$ cat src/rtl/axis_seq_pkg.sv
// ============================================================================
// Module : axis_seq_pkg
// Brief  : Shared types and sizing helpers for the AXIS frame sequencer.
// Rev    : 1.0  initial release
// ============================================================================
`default_nettype none

package axis_seq_pkg;

    typedef enum logic [1:0] {
        IDLE      = 2'd0,
        STREAM    = 2'd1,
        WAIT_DONE = 2'd2
    } seq_state_e;

    localparam int ERR_W = 16;

    // Beat index width for a given frame length; a 2-beat frame still needs one bit.
    function automatic int seq_beat_w(input int frame_len);
        return (frame_len <= 2) ? 1 : $clog2(frame_len);
    endfunction

endpackage : axis_seq_pkg

`default_nettype wire

$ cat src/rtl/axis_frame_counter.sv
// ============================================================================
// Module : axis_frame_counter
// Brief  : Beat index counter with enable, terminal-count flag and sync clear.
// Rev    : 1.0  initial release
// ============================================================================
`default_nettype none

module axis_frame_counter #(
    parameter int LEN = 1024,
    parameter int W   = 10
) (
    input  logic         clk,
    input  logic         rst_n,
    input  logic         i_clr,
    input  logic         i_en,
    output logic [W-1:0] o_idx,
    output logic         o_tc
);

    localparam logic [W-1:0] c_last = W'(LEN - 1);

    logic [W-1:0] r_idx;

    assign o_idx = r_idx;
    assign o_tc  = (r_idx == c_last);

    always_ff @(posedge clk or negedge rst_n) begin
        if (!rst_n) begin
            r_idx <= '0;
        end else if (i_clr) begin
            r_idx <= '0;
        end else if (i_en) begin
            r_idx <= o_tc ? '0 : r_idx + W'(1);
        end
    end

endmodule : axis_frame_counter

`default_nettype wire

$ cat src/rtl/axis_frame_sequencer.sv
// ============================================================================
// Module : axis_frame_sequencer
// Brief  : Gates a DMA sample stream into fixed-length frames with generated
//          TLAST and a hard stall until the engine reports frame completion.
//          Optional TLAST cross-check enabled by macro FRAME_ERR_CHK_EN.
// Rev    : 1.0  initial release
// ============================================================================
`default_nettype none

module axis_frame_sequencer
    import axis_seq_pkg::*;
#(
    parameter int DATA_W    = 32,
    parameter int FRAME_LEN = 1024,
    parameter int FCNT_W    = 16
) (
    input  logic              ACLK,
    input  logic              ARESETN,
    input  logic [DATA_W-1:0] S_AXIS_TDATA,
    input  logic              S_AXIS_TVALID,
    input  logic              S_AXIS_TLAST,
    output logic              S_AXIS_TREADY,
    output logic [DATA_W-1:0] M_AXIS_TDATA,
    output logic              M_AXIS_TVALID,
    output logic              M_AXIS_TLAST,
    input  logic              M_AXIS_TREADY,
    input  logic              ctrl_run,
    input  logic              proc_done,
    output logic              busy,
    output logic [FCNT_W-1:0] frame_cnt,
    output logic [ERR_W-1:0]  err_cnt
);

    localparam int BEAT_W = seq_beat_w(FRAME_LEN);

    seq_state_e        r_state;
    seq_state_e        w_state_nxt;
    logic              w_streaming;
    logic              w_beat;
    logic              w_tc;
    logic              w_clr;
    logic [BEAT_W-1:0] w_beat_idx;
    logic [FCNT_W-1:0] r_frame_cnt;

    assign w_streaming = (r_state == STREAM);
    assign w_beat      = w_streaming && S_AXIS_TVALID && M_AXIS_TREADY;
    // The index only leaves zero inside a frame, so clearing in IDLE is purely defensive.
    assign w_clr       = (r_state == IDLE);

    axis_frame_counter #(
        .LEN (FRAME_LEN),
        .W   (BEAT_W)
    ) u_beat_cnt (
        .clk   (ACLK),
        .rst_n (ARESETN),
        .i_clr (w_clr),
        .i_en  (w_beat),
        .o_idx (w_beat_idx),
        .o_tc  (w_tc)
    );

    always_ff @(posedge ACLK or negedge ARESETN) begin
        if (!ARESETN) begin
            r_state <= IDLE;
        end else begin
            r_state <= w_state_nxt;
        end
    end

    always_comb begin
        w_state_nxt   = r_state;
        S_AXIS_TREADY = 1'b0;
        M_AXIS_TVALID = 1'b0;
        M_AXIS_TLAST  = 1'b0;
        case (r_state)
            IDLE: begin
                if (ctrl_run) w_state_nxt = STREAM;
            end
            STREAM: begin
                // Pure pass-through: TVALID follows upstream only, never M_AXIS_TREADY.
                S_AXIS_TREADY = M_AXIS_TREADY;
                M_AXIS_TVALID = S_AXIS_TVALID;
                M_AXIS_TLAST  = w_tc;
                if (w_beat && w_tc) w_state_nxt = WAIT_DONE;
            end
            WAIT_DONE: begin
                if (proc_done) w_state_nxt = ctrl_run ? STREAM : IDLE;
            end
            default: begin
                w_state_nxt = IDLE;
            end
        endcase
    end

    assign M_AXIS_TDATA = S_AXIS_TDATA;
    assign busy         = (r_state != IDLE);

    always_ff @(posedge ACLK or negedge ARESETN) begin
        if (!ARESETN) begin
            r_frame_cnt <= '0;
        end else if (w_beat && w_tc) begin
            r_frame_cnt <= r_frame_cnt + FCNT_W'(1);
        end
    end

    assign frame_cnt = r_frame_cnt;

`ifdef FRAME_ERR_CHK_EN
    logic [ERR_W-1:0] r_err_cnt;
    logic             w_mismatch;

    assign w_mismatch = w_beat && (S_AXIS_TLAST != w_tc);

    always_ff @(posedge ACLK or negedge ARESETN) begin
        if (!ARESETN) begin
            r_err_cnt <= '0;
        end else if (w_mismatch && (r_err_cnt != {ERR_W{1'b1}})) begin
            r_err_cnt <= r_err_cnt + ERR_W'(1);
        end
    end

    assign err_cnt = r_err_cnt;
`else
    logic w_unused_tlast;

    assign w_unused_tlast = S_AXIS_TLAST;
    assign err_cnt        = '0;
`endif

endmodule : axis_frame_sequencer

`default_nettype wire
$ cat config.mk
export PLATFORM = sky130hd
export DESIGN_NAME = axis_frame_sequencer
export DESIGN_NICKNAME = d
export VERILOG_FILES = /design/src/rtl/axis_seq_pkg.sv /design/src/rtl/axis_frame_counter.sv /design/src/rtl/axis_frame_sequencer.sv
export SDC_FILE = /design/constraint.sdc
export NUM_CORES = 1
export LEC_CHECK = 0
export ABC_AREA = 1
export CORE_MARGIN = 2
export CORE_UTILIZATION = 39
export DETAILED_ROUTE_END_ITERATION = 8
export PLACE_DENSITY = 0.92
export SLEW_MARGIN = 20
export SYNTH_ARGS = -nofsm -noshare
export SYNTH_HDL_FRONTEND = slang
export SYNTH_HIERARCHICAL = 1
export SYNTH_SLANG_ARGS = --single-unit
$ cat constraint.sdc
create_clock -name ACLK -period 2.2 [get_ports ACLK]
set_clock_uncertainty 0.2 [all_clocks]
set_input_delay 0.33 -clock ACLK [delete_from_list [all_inputs] [get_ports ACLK]]
set_output_delay 0.33 -clock ACLK [all_outputs]
set_load 0.005 [all_outputs]
==> results of run 1 <==
[power groups by stage]
| stage | Clock, mW | Combinational, mW | Sequential, mW |
|---|---|---|---|
| floorplan | 0 | 0.139 | 0.572 |
| global placement | 0 | 0.124 | 0.571 |
| detailed placement | 0 | 0.128 | 0.574 |
| CTS | 0.416 | 0.148 | 0.559 |
| global route | 0.440 | 0.181 | 0.561 |
| finish | 0.408 | 0.157 | 0.559 |
[state kept, by name, summed over array words and instances (netlist names)]
register and cells:
frame_cnt 16, u_beat_cnt/o_idx 10, r_state 2
[worst paths after layout]
kind | start | endpoint | slack [ns]
max | r_state[0] | M_AXIS_TVALID | 0.12
min | ARESETN | u_beat_cnt/o_idx[4] | 0.23
max reg2reg | u_beat_cnt/o_idx[0] | frame_cnt[2] | 0.22
min reg2reg | frame_cnt[15] | frame_cnt[15] | 0.33
max in group asynchronous | ARESETN | frame_cnt[7] | 1.30
min in group ACLK | frame_cnt[15] | frame_cnt[15] | 0.33
[cells in the mapped netlist, types with 4 or more instances]
| library cell | n |
|---|---|
| nand4_1 | 8 |
| inv_1 | 32 |
| nand2_1 | 61 |
| xor2_1 | 4 |
| o21ai_0 | 7 |
| nor2_1 | 27 |
| dfrtp_1 | 28 |
| xnor2_1 | 7 |
| buf_4 | 48 |
| nand3_1 | 14 |
| nor3_1 | 4 |
[layout make-up]
| cell class | count | area [um2] | share of cell area |
|---|---|---|---|
| clock buffers | 3 | 41.3 | 0.0191 |
| clock inverters | 1 | 30.0 | 0.0139 |
| inverters | 32 | 120 | 0.0555 |
| multi-input cells | 166 | 835 | 0.386 |
| flip-flops and latches | 28 | 701 | 0.324 |
| well taps | 67 | 83.8 | 0.0387 |
| repair buffers | 39 | 354 | 0.164 |
[timing repair]
item                                    in CTS  in global routing
endpoints found under the setup margin       1                  3
pin swaps                                    1                  0
setup buffers                                3                  3
gates resized for setup                      2                  0
[critical path: cells and delay by family (launching register included)]
family        cells  cell delay [ns]
buf+inv           3             0.67
flops             1             0.39
simple gates      2             0.21
[cell families after synthesis]
| group | synth area share |
|---|---|
| AOI/OAI and AO/OA | 0.0381 |
| adders and majority gates | 0.0127 |
| and+or+nand+nor | 0.293 |
| xor gates and xnor gates | 0.0489 |
| DFF | 0.356 |
| buffers and inverters | 0.250 |
| other | 0.00190 |
[placed cells by master (no fill, tap or decap), types with 2 or more instances in the layout]
cell type	count
inv_1	31
nand2_2	2
nand2_1	61
nand4_2	2
nor2_2	2
clkbuf_8	3
ha_1	2
buf_4	14
conb_1	16
nor3_1	4
nand4_1	8
xor2_1	4
o21ai_0	7
xnor2_1	7
nor2_4	2
nand3_1	14
dfrtp_1	28
clkdlybuf4s50_1	24
nor2_1	27
[metal layers]
layer / share of wire / up-vias / track usage
met1: 0.43 / 722 / 0.172
met3: 0.058 / 7 / 0.0268
met2: 0.50 / 40 / 0.236
li1: - / 763 / -
met4: 0.011 / 0 / 0.0615
met5: 0 / - / 0
==> summary.txt, run 1 <==
Critical path
  – Class of the most critical setup path: reg2out
  – WP data required: 1.67 ns
  – CP max-delay cell: clkdlybuf4s50_1
  – CP Cell Sequence: inv_1, nor2_2, inv_1, nor2_1, clkdlybuf4s50_1
  – R2r worst-path depth: 11
  – Critical path launch point type: flip-flop
  – Arrival @ worst endpoint: 1.55 ns
  – Crit-path max cell delay: 0.50 ns
  – Crit-path max FO: 4
  – Most frequent CP cell: inv_1
  – Endpoint type of the worst setup path: output pin

Die
  – Row cnt: 25
  – Die width: 75.1 um
  – Die area: 0.00564 mm2
  – Die H: 75.1 um
  – Initial Utilization: 0.412
  – I/O pin total: 107
  – CORE AREA: 0.00479 mm2

STA
  – Fin crit share: 0.948
  – Setup violators final: 0
  – Worst setup margin: 0.115 ns
  – Worst hold margin: 0.225 ns
  – Period minus WS final: 2.08 ns
  – Final Hold Viols: 0
  – Slew Limit Fails: 0
  – Setup tns final: 0 ns
  – F_max: 480 MHz

Logic synthesis
  – Number of distinct library cells after synthesis: 26
  – Synthesized flop and latch total: 28
  – Post-Syn Area per Cell: 7.58 um2
  – Post-synth top area cell: dfrtp_1
  – Sequential fraction of the synthesis area: 0.356
  – Asr flop ratio synth: 1.00
  – Area contributors post-synth: dfrtp_1 (36%), buf_4 (18%), nand2_1 (12%)
  – Post-synth EDFFs: 0
  – Dominant synthesized flop cell: dfrtp_1
  – Post-synth top area share: 0.356
  – Mapped Area: approximately 0.002 mm2
  – Post-Syn Instances: 260
  – Synth warn: 6

Drt
  – First DRT Iteration DRCs: 58
  – Routed wire per std cell: 11.0 um
  – Post-Route WL: between 3000 and 4000 um
  – DR pass1 iterations: 4
  – Antenna-violating nets left: 0
  – DR vias/cell: 4.56
  – Total number of vias: 1532
  – DR DRC count: 0

CTS
  – Insertion delay to the later sink of the worst-skew pair: 0.28 ns
  – Max Buffers Root-to-Sink: 2
  – CTS tree: yes
  – Hold buffer count at CTS: 0
  – Clk slew on worst S/H paths: 0.10 ns
  – Root Buffer: clkbuf_8
  – CTS Buf Count: 3
  – Sink Count: 28
  – Htree depth: 1

Status
  – Status: completed

Power
  – Sw Pwr: between 200 and 300 uW
  – PD cells: 519 mW/mm2
  – Gate power share: 0.140
  – Peak VDD IR: 507 uV
  – Clock share of power: 0.363
  – Pleak: roughly 1.1 nW
  – Switching share of power: 0.237
  – Register share of total power: 0.497
  – Internal: 858 uW
  – Final Total Pwr: 1.12 mW

Placement
  – Final HPWL DP: 2780 um
  – Placer Congestion: 0.873
  – Placed cell areas: 0.00205 mm2
  – Buffers on Ports: 25
  – Pre-CTS setup slack: about 0.082 ns
  – Placed cell count: 326

Cells and area
  – Post-route insts no fill: between 300 and 400
  – Fin nets: 311
  – Design Area, Final: 0.00216 mm2
  – Final core utilization: 0.452
  – Area delta synth->final: 9.84%
  – Fillers: 458
  – Share of cells above drive strength 1: 0.112
  – Antenna cells: 0

Global routing
  – GRT Total Usage: 0.139
  – Initial antenna violation count: 0
  – First-pass GRT wire length: 6110 um
  – Vias in the first global route: 1400
  – Gr ovfl total: 0
  – Pin count of the biggest net entering global routing: 29

Job
  – Max cap viols: 0

Min path
  – HP Class: in2async
Note: power is estimated with default switching activity, not from simulation.
==> run 2: changes to the inputs <==
- ABC_CLOCK_PERIOD_IN_PS: not set -> 2200
- CORE_UTILIZATION: 39 -> 40
- PLACE_DENSITY: 0.92 -> 0.93
- SYNTH_HIERARCHICAL: 1 -> not set
==> run 2 against run 1 <==
  * Setup slack better by 0.019 ns
  * First-iteration DRC count is 120% higher
  * Largest cell class unchanged
  * Cell area is 1.6% lower
  * Critical path type unchanged
==> summary.txt, run 2 <==
CTS
  – Sink Count: 28 (unchanged)
  – Htree depth: 1 (unchanged)
  – Max Buffers Root-to-Sink: 2 (unchanged)
  – Insertion delay to the later sink of the worst-skew pair: 0.27 ns (about the same)
  – Root Buffer: clkbuf_8
  – CTS Buf Count: 3 (unchanged)
  – Clk slew on worst S/H paths: 0.09 ns (about the same)
  – CTS tree: yes

Critical path
  – Crit-path max cell delay: 0.57 ns (+0.07 ns)
  – CP max-delay cell: clkdlybuf4s50_1
  – CP Cell Sequence: inv_1, nand2_1, clkdlybuf4s50_1
  – Arrival @ worst endpoint: 1.54 ns (about the same)
  – WP data required: 1.67 ns (about the same)
  – Class of the most critical setup path: reg2out
  – CP Buf/Inv Count: 2 (-1)
  – Crit-path max FO: 7 (+3)
  – Endpoint type of the worst setup path: output pin
  – Top Family by Delay on Critical Path: buffers and inverters
  – Critical path launch point type: flip-flop

Drt
  – First DRT Iteration DRCs: 128 (+120%)
  – DR pass1 iterations: 4 (unchanged)
  – Routed wire per std cell: 11.6 um (+5.3%)
  – DR vias/cell: 4.66 (+2.3%)
  – Total number of vias: 1595 (+4.1%)
  – Post-Route WL: 3960 um (+7.1%)
  – DR DRC count: 0 (unchanged)
  – Antenna-violating nets left: 0 (unchanged)

STA
  – Worst setup margin: 0.134 ns (+0.0191 ns)
  – Setup violators final: 0 (unchanged)
  – Worst hold margin: 0.221 ns (-0.00377 ns)
  – Fin crit share: 0.939 (-0.00869)
  – F_max: 484 MHz (+0.93%)
  – Period minus WS final: 2.07 ns (-0.0191 ns)
  – Setup tns final: 0 ns (unchanged)
  – Slew Limit Fails: 0 (unchanged)
  – RSZ-0062 raised after global routing: false
  – Final Hold Viols: 0 (unchanged)

Die
  – Die width: 75.2 um (+0.13%)
  – I/O pin total: 107 (unchanged)
  – Die area: 0.00565 mm2 (+0.27%)
  – CORE AREA: 0.00482 mm2 (+0.65%)
  – Die H: 75.2 um (+0.13%)
  – Row cnt: 25 (unchanged)
  – Initial Utilization: 0.421 (+0.00901)

Global routing
  – Initial antenna violation count: 0 (unchanged)
  – GRT Total Usage: 0.151 (+0.0114)
  – Pin count of the biggest net entering global routing: 29 (unchanged)
  – First-pass GRT wire length: 6640 um (+8.7%)
  – Gr ovfl total: 0 (unchanged)
  – Vias in the first global route: 1537 (+9.8%)

Logic synthesis
  – Post-synth top area cell: dfrtp_1
  – Dominant synthesized flop cell: dfrtp_1
  – Area contributors post-synth: dfrtp_1 (35%), buf_4 (18%), nand2_1 (16%)
  – Top post-synthesis cells by count: nand2_1 (84), buf_4 (49), nor2_1 (29)
  – Sequential fraction of the synthesis area: 0.346 (-0.00988)
  – Post-Syn Instances: 277 (+6.5%)
  – Mapped Area: 0.00203 mm2 (+2.9%)
  – Synth warn: 0 (-6)
  – Post-synth EDFFs: 0 (unchanged)
  – Asr flop ratio synth: 1.00 (unchanged)
  – Top-count cell post-synth: nand2_1
  – Number of distinct library cells after synthesis: 23 (-12%)
  – Synthesized flop and latch total: 28 (unchanged)
  – Post-Syn Area per Cell: 7.32 um2 (-3.5%)
  – Post-synth top area share: 0.346 (-0.00988)

Placement
  – Final HPWL DP: 2820 um (+1.4%)
  – Placer Congestion: 0.900 (+3.2%)
  – Buffers on Ports: 25 (unchanged)
  – Pre-CTS setup slack: 0.173 ns (+0.0901 ns)

Power
  – PD cells: 477 mW/mm2 (-8.2%)
  – Sw Pwr: 282 uW (+5.8%)
  – Register share of total power: 0.563 (+0.066)
  – Gate power share: 0.161 (+0.021)
  – Pleak: 1.08 nW (+3.0%)
  – Peak VDD IR: 236 uV (-53%)
  – Clock share of power: 0.275 (-0.088)
  – Internal: 734 uW (-14%)
  – Switching share of power: 0.277 (+0.0404)

Job
  – Max cap viols: 0 (unchanged)

Cells and area
  – Most frequent cells in the layout: nand2_1 (84), nor2_1 (29), dfrtp_1 (28)
  – Area delta synth->final: 5.12%
  – Leading cell type in the layout, fill and taps excluded: nand2_1
  – Share of cells above drive strength 1: 0.0655 (-0.0461)
  – Antenna cells: 0 (unchanged)
  – Final core utilization: 0.442 (-0.00995)
  – Fin nets: 318 (+2.3%)
  – Largest register FFs: 16 (unchanged)

Status
  – Status: completed

Min path
  – HP Class: in2async
run 2: changes by cell type after synthesis, moves of 2 or more:
cell	before	now
o21ai_0	7	10
xnor2_1	7	4
o21ai_1	1	6
nand2_1	61	84
nand3_1	14	9
nand4_1	8	4
nor2_1	27	29
xor2_1	4	11
nor3_1	4	2
inv_1	32	26
run 2: kinds of logic after synthesis:
family	count (synthesis)	synth area share
AND/OR/NAND/NOR	136	0.286
XOR/XNOR	16	0.0728
AO/OA/AOI/OAI	17	0.0432
other	1	0.00185
adder cells (fa/ha/maj)	2	0.0123
buffers and inverters	77	0.238
flip-flops	28	0.346
run 2: metrics by stage:
step                power [mW]  std cells  instance area [um2]
finish                    1.02        342                 2130
global route              1.07        342                 2130
CTS                       1.02        342                 2130
detailed placement       0.721        336                 2070
global placement         0.714        336                 2070
floorplan                0.733        292                 2080
run 2: power groups by stage:
stage | clock network, mW | logic [mW] | registers (mW)
after CTS | 0.285 | 0.163 | 0.570
after global placement | 0 | 0.128 | 0.586
after floorplan | 0 | 0.152 | 0.581
final | 0.280 | 0.164 | 0.572
after global routing | 0.300 | 0.189 | 0.577
after detailed placement | 0 | 0.133 | 0.587
run 2: worst paths after layout:
kind,start,to,slack [ns],cells after the start
max,r_state[0],busy,0.13,3
min,ARESETN,u_beat_cnt.o_idx[9],0.22,2
max reg2reg,frame_cnt[0],frame_cnt[12],0.36,8
min reg2reg,frame_cnt[15],frame_cnt[15],0.33,2
max in group asynchronous,ARESETN,frame_cnt[9],1.31,2
min in group ACLK,frame_cnt[15],frame_cnt[15],0.33,2
run 2: worst register-to-register path, cell delays in order (launching register included):
cell and delay [ns]:
dfrtp_1 0.52, ha_1 0.29, inv_1 0.06, nor2_1 0.22
nand3_1 0.15, nand2_1 0.10, inv_1 0.04, o21ai_1 0.11
nand2_1 0.06
run 2: area by class of cell:
type	count	area [um2]
Sequential cell	28	701
Inverter	26	97.6
Multi-Input combinational cell	187	901
Tap cell	67	83.8
Timing Repair Buffer	31	307
Fill cell	478	2690
Clock buffer	3	41.3
run 2: what timing repair did:
action	CTS	global route
endpoints found under the setup margin	1	0
buffers inserted	3	0
hold buffers	0	0
resized for setup	1	0
run 2: routing by layer:
metal | global-route usage | routed length, um | vias up
met1 | 0.196 | 1770 | 721
li1 | - | - | 783
met5 | 0 | 0 | -
met2 | 0.244 | 1770 | 76
met4 | 0.0663 | 97 | 0
met3 | 0.0295 | 324 | 15
